**src/rtl/axi_ni_initiator_response_unpacker.sv**
```systemverilog
// Initiator NI read-response unpacker: NoC payload beats -> AXI R channel via a 2-entry FIFO.
// Optional AXI_NI_RESP_ERR_COUNTER_EN adds a saturating SLVERR beat counter on err_count.
`ifndef FTYPEWD
`define FTYPEWD 2
`endif
`ifndef LITTLE_ENDIAN
`define LITTLE_ENDIAN 0
`endif
`ifndef BIG_ENDIAN
`define BIG_ENDIAN 1
`endif
`ifndef AXIRESPWD
`define AXIRESPWD 2
`endif

module axi_ni_initiator_response_unpacker #(
  parameter int FLIT_WIDTH         = 32,
  parameter int AXIRDATAWD         = 32,
  parameter int AXIIDWD            = 4,
  parameter int ENDIANNESS         = `LITTLE_ENDIAN,
  parameter int RP_RESP_BASE_RESP  = 0,
  parameter int RP_RESP_CODE_WD    = 2,
  parameter int RP_RESP_BASE_DATA  = 2,
  parameter int RESP_PAYLOADLENGTH = RP_RESP_BASE_DATA + AXIRDATAWD
) (
  input  logic                          clk,
  input  logic                          rst,
  input  logic                          burst_start,
  input  logic [7:0]                    burst_len,
  input  logic [AXIIDWD-1:0]            burst_id,
  input  logic                          burst_excl,
  input  logic [RESP_PAYLOADLENGTH-1:0] payload,
  input  logic                          payload_valid,
  output logic                          payload_ready,
  output logic [AXIIDWD-1:0]            rid,
  output logic [AXIRDATAWD-1:0]         rdata,
  output logic [`AXIRESPWD-1:0]         rresp,
  output logic                          rlast,
  output logic                          rvalid,
  input  logic                          rready,
  output logic                          busy
`ifdef AXI_NI_RESP_ERR_COUNTER_EN
  ,
  output logic [15:0]                   err_count
`endif
);

  localparam int BASE_WIDTH = FLIT_WIDTH - `FTYPEWD;

  if (BASE_WIDTH < 1) begin : g_flit_check
    $error("FLIT_WIDTH leaves no room for a flit payload");
  end

  localparam logic [RP_RESP_CODE_WD-1:0] CODE_DVA  = RP_RESP_CODE_WD'(0);
  localparam logic [RP_RESP_CODE_WD-1:0] CODE_FAIL = RP_RESP_CODE_WD'(1);
  localparam logic [RP_RESP_CODE_WD-1:0] CODE_ERR  = RP_RESP_CODE_WD'(2);

  localparam logic [`AXIRESPWD-1:0] RRESP_OKAY   = `AXIRESPWD'(0);
  localparam logic [`AXIRESPWD-1:0] RRESP_EXOKAY = `AXIRESPWD'(1);
  localparam logic [`AXIRESPWD-1:0] RRESP_SLVERR = `AXIRESPWD'(2);

  typedef enum logic {IDLE = 1'b0, BURST = 1'b1} state_t;

  function automatic logic [AXIRDATAWD-1:0] byte_order(input logic [AXIRDATAWD-1:0] d);
    logic [AXIRDATAWD-1:0] r;
    r = d;
    if (ENDIANNESS == `BIG_ENDIAN) begin
      for (int i = 0; i < AXIRDATAWD / 8; i++) begin
        r[8*i +: 8] = d[AXIRDATAWD-8-8*i +: 8];
      end
    end
    return r;
  endfunction

  // A FAIL code means the exclusive access lost its reservation: plain OKAY, not an error.
  function automatic logic [`AXIRESPWD-1:0] map_resp(input logic [RP_RESP_CODE_WD-1:0] code,
                                                     input logic excl);
    logic [`AXIRESPWD-1:0] r;
    case (code)
      CODE_DVA:  r = excl ? RRESP_EXOKAY : RRESP_OKAY;
      CODE_FAIL: r = RRESP_OKAY;
      CODE_ERR:  r = RRESP_SLVERR;
      default:   r = RRESP_SLVERR;
    endcase
    return r;
  endfunction

  state_t                  state_q, state_d;
  logic [7:0]              len_q;
  logic [AXIIDWD-1:0]      id_q;
  logic                    excl_q;
  logic [8:0]              acc_cnt;
  logic [8:0]              out_cnt;
  logic [1:0]              fifo_count;
  logic                    wr_ptr, rd_ptr;
  logic [AXIRDATAWD-1:0]   mem_data [2];
  logic [`AXIRESPWD-1:0]   mem_resp [2];
  logic                    push, pop;

  assign push   = payload_valid & payload_ready;
  assign pop    = rvalid & rready;
  assign rvalid = (fifo_count != 2'd0);
  assign rdata  = rvalid ? mem_data[rd_ptr] : '0;
  assign rresp  = rvalid ? mem_resp[rd_ptr] : '0;
  assign rlast  = rvalid & (out_cnt == {1'b0, len_q});
  assign rid    = id_q;

  always_ff @(posedge clk) begin
    if (rst) state_q <= IDLE;
    else     state_q <= state_d;
  end

  always_comb begin
    state_d = state_q;
    case (state_q)
      IDLE:    if (burst_start) state_d = BURST;
      BURST:   if (pop && rlast) state_d = IDLE;
      default: state_d = IDLE;
    endcase
  end

  always_comb begin
    busy          = 1'b0;
    payload_ready = 1'b0;
    if (state_q == BURST) begin
      busy          = 1'b1;
      payload_ready = (fifo_count < 2'd2) && (acc_cnt <= {1'b0, len_q});
    end
  end

  always_ff @(posedge clk) begin
    if (rst) begin
      len_q      <= '0;
      id_q       <= '0;
      excl_q     <= 1'b0;
      acc_cnt    <= '0;
      out_cnt    <= '0;
      fifo_count <= '0;
      wr_ptr     <= 1'b0;
      rd_ptr     <= 1'b0;
    end else begin
      if (state_q == IDLE && burst_start) begin
        len_q   <= burst_len;
        id_q    <= burst_id;
        excl_q  <= burst_excl;
        acc_cnt <= '0;
        out_cnt <= '0;
      end else begin
        if (push) acc_cnt <= acc_cnt + 9'd1;
        if (pop)  out_cnt <= out_cnt + 9'd1;
      end
      if (push) wr_ptr <= ~wr_ptr;
      if (pop)  rd_ptr <= ~rd_ptr;
      fifo_count <= fifo_count + {1'b0, push} - {1'b0, pop};
    end
  end

  // FIFO storage carries no reset; outputs are masked by rvalid instead.
  always_ff @(posedge clk) begin
    if (push) begin
      mem_data[wr_ptr] <= byte_order(payload[RP_RESP_BASE_DATA +: AXIRDATAWD]);
      mem_resp[wr_ptr] <= map_resp(payload[RP_RESP_BASE_RESP +: RP_RESP_CODE_WD], excl_q);
    end
  end

`ifdef AXI_NI_RESP_ERR_COUNTER_EN
  logic [15:0] err_q;

  always_ff @(posedge clk) begin
    if (rst) err_q <= '0;
    else if (pop && rresp == RRESP_SLVERR && err_q != 16'hFFFF) err_q <= err_q + 16'd1;
  end

  assign err_count = err_q;
`endif

endmodule
```
**config.mk**
```make
export PLATFORM = sky130hd
export DESIGN_NAME = axi_ni_initiator_response_unpacker
export DESIGN_NICKNAME = d
export VERILOG_FILES = /design/src/rtl/axi_ni_initiator_response_unpacker.sv
export SDC_FILE = /design/constraint.sdc
export NUM_CORES = 1
export LEC_CHECK = 0
export BUFFER_PORTS_ARGS = -buffer_cell sky130_fd_sc_hd__buf_2
export CAP_MARGIN = 20
export CORE_MARGIN = 8
export CORE_UTILIZATION = 49
export DETAILED_ROUTE_END_ITERATION = 10
export PLACE_DENSITY_LB_ADDON = 0.08
export SLEW_MARGIN = 5
export SYNTH_ARGS = -nofsm -noshare
export SYNTH_HDL_FRONTEND = slang
export SYNTH_SLANG_ARGS = --single-unit
```
**constraint.sdc**
```tcl
create_clock -name clk -period 2.8 [get_ports clk]
set_input_delay 0.56 -clock clk [delete_from_list [all_inputs] [get_ports clk]]
set_output_delay 0.56 -clock clk [all_outputs]
set_load 0.05 [all_outputs]
```
==> impl_metrics.yaml <==
min_path:
  hold_class: "input pin to flop"
  hold_path_depth: 1
  hold_end: "mem_data[1][27]$_DFFE_PP_"
  worstHoldStart: "payload[29]"
pwr:
  peakVddDrop_mv: 0.337
  p_sw_mw: 1.47
  p_sw_share_pct: 37.6
  p_int_mw: 2.44
  power_mw: 3.91
  seqPwrFrac_pct: 45.2
  comb_power_share_pct: 33.0
  powerDensity_nw_per_um2: 748
  p_leak_nw: 2.03
  pwr-share-clk_pct: 21.8
setup_path:
  r2r-start: "len_q[4]$_SDFFE_PP0P_"
  cp-start-kind: "flop"
  worstPathRequired_ns: 2.24
  rr_endpoint: "fifo_count[1]$_SDFF_PP0_"
  rr_worst_depth: 13
  worstSetupEndpointType: "output pin"
  r2r_slack_ns: 0.25
  cp_data_arrival_time_ns: 2.09
  path_max_fanout: 3
  crit_type: "flop to output pin"
sta:
  tns_ns: 0
  rsz0062_at_grt: "no"
  hold_violations: 0
  maxSlewViolCount: 0
  period_minus_slack_ns: 2.65
  fin_crit_sh_pct: 94.8
  finClkSkew_ns: 0.00867
  setup_viol: 0
  fmax_ghz: 0.377
  maxSlewHeadroom_pct: 56.9
  worst_pin_slew_ns: 0.646
clock_tree:
  clk_pin_slew_ns: 0.10
  htreeDepth: 3
  hold_buffers: 0
  cts_root_buf: "clkbuf_8"
  cts.sinks: 105
  cts_tree: "yes"
  clock_latency_ns: 0.36
  cts_max_path_buffers: 2
  cts_buffers: 9
synth:
  yosys.area_share.simple_pct: 13.5
  ys_seq_area_share_pct: 63.0
  synth_warnings: 0
  synth_area_um2: 4420
  synth_top_family_by_area: "simple AND/OR/NAND/NOR gates"
  synth_compound_area_share_pct: 5.38
  synthAdderAreaFrac_pct: 3.40
  synthesis.nets: 437
  synth.area.mux_share_pct: 7.93
  ys_ff_latch: 105
  synth_xor_area_share_pct: 3.77
  synth.distinct_cells: 36
  synth.avg_cell_area_um2: 11.8
  synth_cells: 373
drt:
  avgViaCountPerCell: 5.14
  drt_iter0_markers: 196
  detail_route.first_pass.iterations: 4
  num_vias: 2994
  postRouteAntennaNets: 0
  routedWlPerCell_um: 15.9
  drc_errors: 0
  wl_um: 9230
global_route:
  grt_max_degree: 35
  grt_antenna_before_repair: 0
  grt_pass1_wl_um: 15200
  grt_pass1_vias: 3034
  grt_util_all_layers_pct: 15.1
  overflow: 0
floorplan:
  core_area_um2: 8720
  start_util_pct: 50.6
  pin_count: 94
  fp.dieArea_um2: 12300
  die_h_um: 111
  die_w_um: 111
  rows: 34
outcome:
  status: "complete, no violations"
finish:
  fin_nets: 533
  final_common_cell: "buf_2"
  mostFrequentLayoutCells: "92 x buf_2, 68 x edfxtp_1, 50 x nor2_1, 38 x nand2_1"
  antenna_cells: 0
  n_fill_cell: 731
  area_delta_synth_final_pct: 18.4
  layout-drive-gt1-share_pct: 26.2
run:
  maxCapViolCount: 0
placed_design:
  port_buffers: 93
  hpwlAfterDp_um: 6510
  gp_congestion: 0.841
worst max-delay path: stages, from the launching register on:
cell and delay, ns:
dfxtp_1 0.37, inv_1 0.05, ha_1 0.33, a21oi_1 0.16, o221ai_1 0.15, o211ai_1 0.26, and3_1 0.19, clkbuf_4 0.23
state kept, by name, indices dropped and copies added (netlist names), named ones only:
signal,cells
fifo_count,2
excl_q,1
rd_ptr,1
rid,4
wr_ptr,1
len_q,8
acc_cnt,9
mem_resp,4
mem_data,64
out_cnt,9
state_q,1
worst max path at each step:
stage               cells after the start  slack (ns)                     from                         to
floorplan                               8        0.02    len_q[2]$_SDFFE_PP0P_   mem_data[0][0]$_DFFE_PP_
global placement                        7        0.36  acc_cnt[2]$_SDFFE_PP0P_  mem_data[0][29]$_DFFE_PP_
detailed placement                     12        0.24    len_q[4]$_SDFFE_PP0P_   fifo_count[1]$_SDFF_PP0_
CTS                                     6        0.10  acc_cnt[2]$_SDFFE_PP0P_              payload_ready
global route                            7        0.03    len_q[2]$_SDFFE_PP0P_              payload_ready
finish                                  7        0.15    len_q[4]$_SDFFE_PP0P_              payload_ready
area by class of cell:
type	count	area, um2	share of cell area, %
inverters	15	56.3	1.08
clock inverters	7	53.8	1.03
flip-flops and latches	105	2790	53.2
multi-input cells	236	1500	28.7
clock buffers	9	124	2.37
well taps	108	135	2.58
repair buffers	102	573	11.0
cell families (layout without fill, tap and decap cells):
| logic type | count (synthesis) | after routing |
|---|---|---|
| multiplexers | 35 | 35 |
| flip-flops | 105 | 105 |
| AO/OA/AOI/OAI | 41 | 41 |
| XOR/XNOR | 19 | 19 |
| buffers and inverters | 32 | 133 |
| AND/OR/NAND/NOR | 129 | 129 |
| adder cells (fa/ha/maj) | 12 | 12 |
repair_timing:
| action | 4_1_cts | 5_1_grt |
|---|---|---|
| pin swaps | 1 | 0 |
| resized for setup | 0 | 2 |
| endpoints found under the hold margin | 0 | 0 |
| buffers inserted | 1 | 0 |
| setup endpoints to repair | 1 | 1 |
| gates cloned | 0 | 0 |
power groups by stage:
stage	combinational, mW	sequential (mW)	clock [mW]
2_1_floorplan	0.972	1.81	0
3_3_place_gp	1.30	1.80	0
3_5_place_dp	1.31	1.81	0
4_1_cts	1.31	1.77	0.879
5_1_grt	1.39	1.78	0.934
6_report	1.29	1.77	0.851
synthesized netlist by cell type, drive strengths merged:
cell	count	share of area [%]
a21oi	26	2.9
and3	5	0.71
and4	1	0.20
buf	4	0.59
clkbuf	13	1.1
dfxtp	37	17
edfxtp	68	46
ha	12	3.4
inv	15	1.3
mux2i	35	7.9
nand2	38	3.2
nand2b	4	0.57
nand3	7	0.79
nand4	8	1.1
nand4b	1	0.20
nor2	51	4.4
nor2b	2	0.28
nor3	1	0.11
nor3b	1	0.17
nor4	1	0.14
nor4b	1	0.34
o211a	1	0.23
o211ai	2	0.34
o21ai	4	0.45
o221ai	1	0.20
o31ai	6	1.0
o41ai	1	0.20
or2	1	0.14
or3	2	0.28
or4	5	0.85
xnor2	8	1.6
xor2	11	2.2
per-layer routing:
metal  up-vias  routed length [um]  GRT usage (%)
met3         8                 693           4.33
li1       1517                   -              -
met2        95                4200           22.4
met4         0                 108           6.04
met5         -                   0              0
met1      1374                4230           20.4
per-stage QoR:
step / instances / area [um2] / hold WS (ns) / setup WS (ns) / utilization, %
after floorplan: 373 / 4420 / 0.432 / 0.0150 / -
after global placement: 565 / 5040 / 0.440 / 0.362 / 57.8
after detailed placement: 565 / 5040 / 0.448 / 0.244 / 57.8
after CTS: 582 / 5230 / 0.363 / 0.100 / 59.9
after global routing: 582 / 5230 / 0.356 / 0.0280 / 60.0
final: 582 / 5230 / 0.385 / 0.147 / 60.0
Power figures use the tool's default switching activity.
